`src/rtl/ex_stage.sv`:
```
// Execute stage: registers the decode-to-execute bus, selects ALU operands,
// computes the ALU result, drives the data SRAM request and the
// execute-to-memory / forwarding buses. An iterative 32-step restoring
// divider (DIV/DIVU) writes internal HI/LO and requests a stall while busy.
module ex_stage #(
   parameter int ID_TO_EX_WD  = 159,
   parameter int EX_TO_MEM_WD = 76,
   parameter int STALL_WD     = 6
) (
   input  logic                    clk,
   input  logic                    rst,
   input  logic [STALL_WD-1:0]     stall,
   input  logic [ID_TO_EX_WD-1:0]  id_to_ex_bus,
   output logic [EX_TO_MEM_WD-1:0] ex_to_mem_bus,
   output logic [37:0]             ex_to_id_fwd,
   output logic                    data_sram_en,
   output logic [3:0]              data_sram_wen,
   output logic [31:0]             data_sram_addr,
   output logic [31:0]             data_sram_wdata,
   output logic                    stallreq_for_ex
);

   typedef enum logic [1:0] {
      S_IDLE = 2'd0,
      S_RUN  = 2'd1,
      S_DONE = 2'd2
   } div_state_e;

   // ---------------------------------------------------------------
   // Decode-to-execute pipeline register
   // ---------------------------------------------------------------
   logic [ID_TO_EX_WD-1:0] r_bus;

   // Pipeline register: bubble when decode stops but execute runs, load when decode advances, else hold
   always_ff @(posedge clk or posedge rst) begin
      if (rst) begin
         r_bus <= '0;
      end else if (stall[2] && !stall[3]) begin
         r_bus <= '0;
      end else if (!stall[2]) begin
         r_bus <= id_to_ex_bus;
      end else begin
         r_bus <= r_bus;
      end
   end

   logic [31:0] w_pc;
   logic [31:0] w_inst;
   logic [11:0] w_alu_op;
   logic [2:0]  w_sel_src1;
   logic [3:0]  w_sel_src2;
   logic        w_ram_en;
   logic [3:0]  w_ram_wen;
   logic        w_rf_we_raw;
   logic [4:0]  w_rf_waddr;
   logic        w_sel_rf_res;
   logic [31:0] w_rdata1;
   logic [31:0] w_rdata2;

   assign {w_pc, w_inst, w_alu_op, w_sel_src1, w_sel_src2, w_ram_en, w_ram_wen,
           w_rf_we_raw, w_rf_waddr, w_sel_rf_res, w_rdata1, w_rdata2} = r_bus;

   // ---------------------------------------------------------------
   // Operand selection (AND-OR one-hot muxes)
   // ---------------------------------------------------------------
   logic [31:0] w_imm_sext;
   logic [31:0] w_imm_zext;
   logic [31:0] w_src1;
   logic [31:0] w_src2;

   assign w_imm_sext = {{16{w_inst[15]}}, w_inst[15:0]};
   assign w_imm_zext = {16'h0000, w_inst[15:0]};

   assign w_src1 = ({32{w_sel_src1[0]}} & w_rdata1)
                 | ({32{w_sel_src1[1]}} & w_pc)
                 | ({32{w_sel_src1[2]}} & {27'd0, w_inst[10:6]});

   assign w_src2 = ({32{w_sel_src2[0]}} & w_rdata2)
                 | ({32{w_sel_src2[1]}} & w_imm_sext)
                 | ({32{w_sel_src2[2]}} & 32'd8)
                 | ({32{w_sel_src2[3]}} & w_imm_zext);

   // ---------------------------------------------------------------
   // ALU (one-hot op: add sub slt sltu and nor or xor sll srl sra lui)
   // ---------------------------------------------------------------
   logic [31:0] w_add_res;
   logic [31:0] w_sub_res;
   logic [31:0] w_slt_res;
   logic [31:0] w_sltu_res;
   logic [31:0] w_sra_res;
   logic [31:0] w_alu_res;

   assign w_add_res  = w_src1 + w_src2;
   assign w_sub_res  = w_src1 - w_src2;
   assign w_slt_res  = {31'd0, ($signed(w_src1) < $signed(w_src2))};
   assign w_sltu_res = {31'd0, (w_src1 < w_src2)};
   assign w_sra_res  = $signed(w_src2) >>> w_src1[4:0];

   assign w_alu_res = ({32{w_alu_op[11]}} & w_add_res)
                    | ({32{w_alu_op[10]}} & w_sub_res)
                    | ({32{w_alu_op[9]}}  & w_slt_res)
                    | ({32{w_alu_op[8]}}  & w_sltu_res)
                    | ({32{w_alu_op[7]}}  & (w_src1 & w_src2))
                    | ({32{w_alu_op[6]}}  & ~(w_src1 | w_src2))
                    | ({32{w_alu_op[5]}}  & (w_src1 | w_src2))
                    | ({32{w_alu_op[4]}}  & (w_src1 ^ w_src2))
                    | ({32{w_alu_op[3]}}  & (w_src2 << w_src1[4:0]))
                    | ({32{w_alu_op[2]}}  & (w_src2 >> w_src1[4:0]))
                    | ({32{w_alu_op[1]}}  & w_sra_res)
                    | ({32{w_alu_op[0]}}  & {w_src2[15:0], 16'h0000});

   // ---------------------------------------------------------------
   // Special-instruction decode
   // ---------------------------------------------------------------
   logic w_op_special;
   logic w_is_div;
   logic w_is_divu;
   logic w_div_op;
   logic w_is_mfhi;
   logic w_is_mflo;

   assign w_op_special = (w_inst[31:26] == 6'h00);
   assign w_is_div     = w_op_special && (w_inst[5:0] == 6'h1A);
   assign w_is_divu    = w_op_special && (w_inst[5:0] == 6'h1B);
   assign w_div_op     = w_is_div || w_is_divu;
   assign w_is_mfhi    = w_op_special && (w_inst[5:0] == 6'h10);
   assign w_is_mflo    = w_op_special && (w_inst[5:0] == 6'h12);

   // ---------------------------------------------------------------
   // Divider
   // ---------------------------------------------------------------
   div_state_e  r_state;
   div_state_e  w_state_nxt;
   logic [4:0]  r_cnt;
   logic [63:0] r_rq;          // {remainder, quotient} working register
   logic [31:0] r_div_b;       // divisor magnitude
   logic        r_neg_q;
   logic        r_neg_r;
   logic [31:0] r_hi;
   logic [31:0] r_lo;
   logic        w_div_start;
   logic        w_div_step;
   logic        w_div_commit;

   logic [31:0] w_abs_a;
   logic [31:0] w_abs_b;
   logic [32:0] w_part;        // remainder shifted left by one, 33 bits wide
   logic [33:0] w_diff;
   logic        w_borrow;
   logic [63:0] w_rq_step;
   logic [31:0] w_quo_fix;
   logic [31:0] w_rem_fix;
   logic        w_div_zero;

   assign w_abs_a = (w_is_div && w_rdata1[31]) ? (32'd0 - w_rdata1) : w_rdata1;
   assign w_abs_b = (w_is_div && w_rdata2[31]) ? (32'd0 - w_rdata2) : w_rdata2;

   // The shifted remainder can reach 33 bits, so compare with a 34-bit difference.
   assign w_part    = r_rq[63:31];
   assign w_diff    = {1'b0, w_part} - {2'b00, r_div_b};
   assign w_borrow  = w_diff[33];
   assign w_rq_step = w_borrow ? {w_part[31:0], r_rq[30:0], 1'b0}
                               : {w_diff[31:0], r_rq[30:0], 1'b1};

   // Divide by zero keeps the architectural convention: all-ones quotient, raw dividend remainder.
   assign w_div_zero = (w_rdata2 == 32'd0);
   assign w_quo_fix  = w_div_zero ? 32'hFFFF_FFFF
                                  : (r_neg_q ? (32'd0 - r_rq[31:0]) : r_rq[31:0]);
   assign w_rem_fix  = w_div_zero ? w_rdata1
                                  : (r_neg_r ? (32'd0 - r_rq[63:32]) : r_rq[63:32]);

   // Divider state register
   always_ff @(posedge clk or posedge rst) begin
      if (rst) begin
         r_state <= S_IDLE;
      end else begin
         r_state <= w_state_nxt;
      end
   end

   // Divider next-state, datapath strobes and stall request; losing the DIV from the register aborts
   always_comb begin
      w_state_nxt     = r_state;
      w_div_start     = 1'b0;
      w_div_step      = 1'b0;
      w_div_commit    = 1'b0;
      stallreq_for_ex = 1'b0;
      case (r_state)
         S_IDLE: begin
            if (w_div_op) begin
               w_div_start     = 1'b1;
               stallreq_for_ex = 1'b1;
               w_state_nxt     = S_RUN;
            end else begin
               w_state_nxt = S_IDLE;
            end
         end
         S_RUN: begin
            if (!w_div_op) begin
               w_state_nxt = S_IDLE;
            end else if (r_cnt == 5'd31) begin
               w_div_step      = 1'b1;
               stallreq_for_ex = 1'b1;
               w_state_nxt     = S_DONE;
            end else begin
               w_div_step      = 1'b1;
               stallreq_for_ex = 1'b1;
               w_state_nxt     = S_RUN;
            end
         end
         S_DONE: begin
            if (w_div_op) begin
               w_div_commit = 1'b1;
            end else begin
               w_div_commit = 1'b0;
            end
            w_state_nxt = S_IDLE;
         end
         default: begin
            w_state_nxt = S_IDLE;
         end
      endcase
   end

   // Divider datapath: latch operands on start, one restoring step per RUN cycle, write HI/LO on commit
   always_ff @(posedge clk or posedge rst) begin
      if (rst) begin
         r_rq    <= 64'd0;
         r_div_b <= 32'd0;
         r_neg_q <= 1'b0;
         r_neg_r <= 1'b0;
         r_cnt   <= 5'd0;
         r_hi    <= 32'd0;
         r_lo    <= 32'd0;
      end else begin
         if (w_div_start) begin
            r_rq    <= {32'd0, w_abs_a};
            r_div_b <= w_abs_b;
            r_neg_q <= w_is_div && (w_rdata1[31] ^ w_rdata2[31]);
            r_neg_r <= w_is_div && w_rdata1[31];
            r_cnt   <= 5'd0;
         end else if (w_div_step) begin
            r_rq  <= w_rq_step;
            r_cnt <= r_cnt + 5'd1;
         end
         if (w_div_commit) begin
            r_lo <= w_quo_fix;
            r_hi <= w_rem_fix;
         end
      end
   end

   // ---------------------------------------------------------------
   // Outputs
   // ---------------------------------------------------------------
   logic [31:0] w_result;
   logic        w_rf_we;

   assign w_result = w_is_mfhi ? r_hi : (w_is_mflo ? r_lo : w_alu_res);
   assign w_rf_we  = w_rf_we_raw && !w_div_op;

   assign ex_to_mem_bus   = {w_pc, w_ram_en, w_ram_wen, w_sel_rf_res, w_rf_we, w_rf_waddr, w_result};
   assign ex_to_id_fwd    = {w_rf_we, w_rf_waddr, w_result};
   assign data_sram_en    = w_ram_en;
   assign data_sram_wen   = w_ram_wen;
   assign data_sram_addr  = w_alu_res;
   assign data_sram_wdata = w_rdata2;

   // Stall bits owned by other stages and instruction fields not needed here
   logic w_unused;
   assign w_unused = ^{stall[STALL_WD-1:4], stall[1:0], w_inst[25:16]};

endmodule

```
`config.mk`:
```
export PLATFORM = sky130hd
export DESIGN_NAME = ex_stage
export DESIGN_NICKNAME = d
export VERILOG_FILES = /design/src/rtl/ex_stage.sv
export SDC_FILE = /design/constraint.sdc
export NUM_CORES = 2
export LEC_CHECK = 0
export BUFFER_PORTS_ARGS = -buffer_cell sky130_fd_sc_hd__buf_2
export CORE_MARGIN = 3
export CORE_UTILIZATION = 46
export CTS_BUF_LIST = sky130_fd_sc_hd__clkbuf_8
export DETAILED_ROUTE_END_ITERATION = 10
export PLACE_DENSITY = 0.68
export SLEW_MARGIN = 20
export SYNTH_ARGS = -nofsm -noshare
export SYNTH_HDL_FRONTEND = slang
export SYNTH_SLANG_ARGS = --single-unit
```
`constraint.sdc`:
```
create_clock -name clk -period 35.1 [get_ports clk]
set_clock_uncertainty 0.2 [all_clocks]
set_input_delay 7.02 -clock clk [delete_from_list [all_inputs] [get_ports clk]]
set_output_delay 7.02 -clock clk [all_outputs]
set_load 0.02 [all_outputs]
```
Word-level counts from Yosys, hierarchy flattened
Cells that the tools add are included.

operators by class
  add/subtract/negate cells = 8
  magnitude comparators = 2
  equality and inequality tests = 8
  shift operators = 3
  muxes and demuxes = 24
  bitwise gates (word level) = 39
  reduce and logical (&&, ||, !) cells = 17

operator list
  operator                                                               count
  32-bit bitwise OR                                                      16
  32-bit AND                                                             15
  159-bit 2-to-1 mux                                                     2
  32-bit 2-to-1 mux                                                      8
  64-bit 2-to-1 mux                                                      3
  1-bit by 32-bit subtractor with 32-bit output, first input constant    4
  32-bit by 1-bit AND with 32-bit output                                 2
  32-bit less-than comparator                                            2
  33-bit by 32-bit subtractor with 34-bit output                         1
  32-bit adder                                                           1
  32-bit by 16-bit AND with 32-bit output                                1
  32-bit by 5-bit AND with 32-bit output                                 1
  32-bit logical NOT                                                     1
  32-bit inverter                                                        1
  32-bit by 4-bit bitwise OR with 32-bit output                          1
  32-bit by 5-bit left shift with 32-bit output                          1
  32-bit by 5-bit >> shifter with 32-bit output                          1
  32-bit by 5-bit >>> shifter with 32-bit output                         1
  32-bit subtractor                                                      1
  32-bit bitwise XOR                                                     1
  6-bit by 5-bit equality test with 1-bit output, second input constant  4
  5-bit 2-to-1 mux                                                       2
  1-bit logical AND                                                      9
  6-bit logical NOT                                                      1
  other kinds (14)                                                       21

storage, ports and cells
  bits in registers = 328
  output and inout bits = 184
  logic and storage cells = 110

Logic depth before layout (Yosys ltp)
  depth in word-level cells = 19
  gate-level depth with buffers = 20

Worst setup path after synthesis
OpenSTA, ideal clock, no wires.

  path kind = reg2out
  start point = reg r_bus[80]
  end point = out ex_to_mem_bus[25]
  arrival = 5010 ps
  required time = 27880 ps
  path slack = 22870 ps
  stages on the path, launching flop included = 21
  buffers on the path = 8
  cells stage by stage = dfrtp_1 -> clkbuf_1 -> clkbuf_1 -> a222oi_1 -> inv_1 -> buf_2 -> clkbuf_1 -> buf_1 -> clkbuf_1 -> ha_1 -> clkbuf_1 -> nor2_1 -> o31ai_1 -> a31oi_1 -> o211ai_1 -> o311ai_1 -> a211oi_1 -> mux2i_1 -> a2111oi_0 -> a31oi_1 -> buf_4

between the ends
  cells in the longest elaborated chain, start to end = 18

RTL lines
  element                                                   line     RTL
  start, declared                                           32       logic [ID_TO_EX_WD-1:0] r_bus;
  start signal, assigned                                    41       r_bus <= id_to_ex_bus;
  start signal, assigned                                    43       r_bus <= r_bus;
  32-bit AND *                                              74       assign w_src1 = ({32{w_sel_src1[0]}} & w_rdata1)
  32-bit bitwise OR *                                       75       | ({32{w_sel_src1[1]}} & w_pc)
  32-bit bitwise OR *                                       76       | ({32{w_sel_src1[2]}} & {27'd0, w_inst[10:6]});
  32-bit adder / 32-bit subtractor (equally long branches)  93, 94
  32-bit AND (on tied branches)                             99, 100
  32-bit bitwise OR                                         100      | ({32{w_alu_op[10]}} & w_sub_res)
  32-bit bitwise OR                                         101      | ({32{w_alu_op[9]}} & w_slt_res)
  32-bit bitwise OR                                         102      | ({32{w_alu_op[8]}} & w_sltu_res)
  32-bit bitwise OR                                         103      | ({32{w_alu_op[7]}} & (w_src1 & w_src2))
  32-bit bitwise OR                                         104      | ({32{w_alu_op[6]}} & ~(w_src1 | w_src2))
  32-bit bitwise OR                                         105      | ({32{w_alu_op[5]}} & (w_src1 | w_src2))
  32-bit bitwise OR                                         106      | ({32{w_alu_op[4]}} & (w_src1 ^ w_src2))
  32-bit bitwise OR                                         107      | ({32{w_alu_op[3]}} & (w_src2 << w_src1[4:0]))
  32-bit bitwise OR                                         108      | ({32{w_alu_op[2]}} & (w_src2 >> w_src1[4:0]))
  32-bit bitwise OR *                                       109      | ({32{w_alu_op[1]}} & w_sra_res)
  32-bit bitwise OR *                                       110      | ({32{w_alu_op[0]}} & {w_src2[15:0], 16'h0000});
  32-bit 2-to-1 mux * (2 in series)                         259      assign w_result = w_is_mfhi ? r_hi : (w_is_mflo ? r_lo : w_alu_res);
  end, declared                                             14       output logic [EX_TO_MEM_WD-1:0] ex_to_mem_bus,

Every way passes the cells marked *; elsewhere a longest branch is shown, timed or not.

Final worst setup path
  start point = reg r_bus[80]
  end point = out ex_to_id_fwd[25]

between the ends
  cells in the longest elaborated chain, start to end = 18

RTL lines
  element                                                   line     RTL
  32-bit AND *                                              74
  32-bit bitwise OR *                                       75
  32-bit bitwise OR *                                       76
  32-bit adder / 32-bit subtractor (equally long branches)  93, 94
  32-bit AND (on tied branches)                             99, 100
  32-bit bitwise OR                                         100
  32-bit bitwise OR                                         101
  32-bit bitwise OR                                         102
  32-bit bitwise OR                                         103
  32-bit bitwise OR                                         104
  32-bit bitwise OR                                         105
  32-bit bitwise OR                                         106
  32-bit bitwise OR                                         107
  32-bit bitwise OR                                         108
  32-bit bitwise OR *                                       109
  32-bit bitwise OR *                                       110
  32-bit 2-to-1 mux * (2 in series)                         259
  end, declared                                             15       output logic [37:0] ex_to_id_fwd,

Marked as above.

==> results.txt <==
status: finished clean
crit path kind: flop to output port
Ports: 351
fin crit share: 0.414
Synth Warn #: 0
Critical Path AT: 7300 ps
Detail Route Antenna Nets: 0
Final Instance Count excl. Fillers: 4,767
Mean Syn Cell Area: 7.53 um2
largest net degree at the start of global routing: 175
Post-Route WL: 122 mm
Reg-to-Reg Start: r_bus[123]
# setup viols final: 0
Post-Syn Instances: 3,869
# Post-CTS Setup Buffers: 0
Post-Syn Nets: 4,170
layout cell share with drive strength beyond 1: 0.139
Residual DRC: 0
clk buf depth: 3
TritonCTS clock tree: yes
max-cap violation count: 0
pwr dens: 43.6 nW/um2
R2R setup slack: 30,670 ps
synthesis-stage register bit count: 318
Layout Nets: 4,192
clk sinks: 318
crit path from: r_bus[80]
clock latency on the worst-skew pair: 650 ps
Primary FF master, synth: dfrtp_1
Starting Density: 0.468
setup TNS: 0 ps
largest area contributor in the netlist: dfrtp_1
hold depth: 2
Routability Congestion: 1.06
H-tree Lvls: 2
top cells by area, synth: dfrtp_1 27%, o21ai_0 6.6%, ha_1 5.6%, nand2_1 4.9%, a21oi_1 4.2%
HP Class: flop to flop
RSZ-0062 raised after global routing: false
First DRT Iteration DRCs: 3,699
ys async rst share: 1.00
hpwl dp: 91.2 mm
hold_buf cts: 0
leakage: 0.0144 uW
R2R depth: 7
Post-synth EDFFs: 0
CP required: 27,880 ps
synthesized area: 29,100 um2
total track usage: 0.354
initial antenna violation count: 4
die height: 258 um
Highest Clock Rate: 68.9 MHz
vias in the first global route: 27,300
Slew headroom: 0.175
Hold Crit Start: r_hi[14]
Slew Viols, Final: 0
grt total ovfl: 0
Pre-Repair DR Iteration Count: 8
die width: 258 um
core box area: 62,200 um2
Worst Max-Slew Pin Slew: 1230 ps
total CTS buffers: 55
vias: 29,800
CP Max Fanout: 56
Resized cells post-CTS: 0
Distinct cells, synth: 89
Area Overhead vs Synth: 7.42%
RR Endpoint: r_div_b[28]
hold endpoint: r_hi[14]
area of the die: 66,400 um2
Synth top area share: 0.273
sequential share of the synthesized area: 0.273
first-pass GRT wire length: 179 mm
Max IR drop VDD: 33.5 uV
leading cell type by number of instances after synthesis: o21ai_0
number of port buffers: 336
Clock transition at path regs: 60 ps
# rows: 91
Hold Violations, Final: 0
Post-synth top cells: 383 x o21ai_0, 379 x nand2_1, 318 x dfrtp_1, 296 x inv_1, 250 x nor2_1
vias per cell: 6.26
Final min period: 14,520 ps
CP Launch Type: flop
Critical Path Sink Type: output port
wire per inst: 25.5 um
Root Buffer: clkbuf_8
ant diodes: 0
Placed Cells: 4,671
-- report_power, final --
group	leakage (uW)	internal (uW)	switching (uW)	total [uW]
logic	0.00955	192	419	611
clock network	0.000632	181	161	342
registers	0.00423	382	29.9	412
-- cell usage in the layout, fill, tap and decap left out, drive strengths merged, types with 69 or more instances in the layout --
cell / netlist / layout
o21ai: 402 / 402
nand2: 380 / 380
xor2: 96 / 96
mux2i: 105 / 105
dfrtp: 318 / 318
nand3: 224 / 224
a21oi: 247 / 247
ha: 131 / 131
buf: 197 / 385
clkbuf: 224 / 69
xnor2: 86 / 86
nor3: 73 / 73
nor2: 250 / 250
inv: 299 / 318
-- layout make-up --
class | instances | area [um2]
Multi-Input combinational cell | 2830 | 18000
Tap cell | 837 | 1050
Sequential cell | 318 | 7960
Clock buffer | 68 | 936
Inverter | 300 | 1130
Fill cell | 6325 | 30900
Timing Repair Buffer | 386 | 2080
Clock inverter | 28 | 151
-- state kept, by name, summed over array words and instances (netlist names) --
register and count:
r_bus 149, r_cnt 5, r_div_b 32, r_hi 32, r_lo 32, r_neg_q 1
r_neg_r 1, r_rq 64, r_state 2
-- through the flow --
| stage | power [uW] | cell area, um2 | utilization | setup slack, ps | hold WS, ps |
|---|---|---|---|---|---|
| 6_report | 1360 | 31300 | 0.503 | 20580 | 276 |
| 5_1_grt | 1420 | 31300 | 0.503 | 20490 | 308 |
| 4_1_cts | 1350 | 31300 | 0.503 | 20940 | 277 |
| 3_5_place_dp | 1010 | 30200 | 0.485 | 21650 | 260 |
| 3_3_place_gp | 1010 | 30200 | 0.485 | 21650 | 253 |
| 2_1_floorplan | 821 | 29100 | - | 19080 | 240 |
-- worst max path at each step --
stage	to	slack, ps	cells after the start
floorplan	r_bus[0]	19080	1
global placement	ex_to_mem_bus[25]	21650	16
detailed placement	ex_to_id_fwd[25]	21650	16
CTS	ex_to_id_fwd[25]	20940	16
global route	ex_to_mem_bus[21]	20490	16
finish	ex_to_id_fwd[25]	20580	16
-- cell families (layout without fill, tap and decap cells) --
logic type / after synthesis / after routing / synth area share
mux: 130 / 130 / 0.0458
simple gates: 1154 / 1154 / 0.185
flops: 318 / 318 / 0.273
compound gates: 1230 / 1230 / 0.272
buf+inv: 721 / 782 / 0.111
xor+xnor: 182 / 182 / 0.0547
fa+ha+maj: 134 / 134 / 0.0584
-- per-layer routing --
metal	wire length, um	GRT usage	vias up
met1	49400	0.482	14300
met3	11100	0.0534	287
li1	-	-	13700
met2	53900	0.547	1576
met5	11	0	-
met4	7180	0.180	2
-- critical path, cell delays in order, from the launching register on --
cell	delay, ps
dfrtp_1	490
buf_4	300
a222oi_1	260
buf_4	560
inv_1	80
buf_4	330
ha_1	440
nor3_1	80
o31ai_1	530
a31oi_1	300
o211ai_1	450
o311ai_1	310
a211oi_1	570
mux2i_1	180
a2111oi_1	1120
a31oi_1	340
buf_2	250
Note: power is estimated with default switching activity, not from simulation.
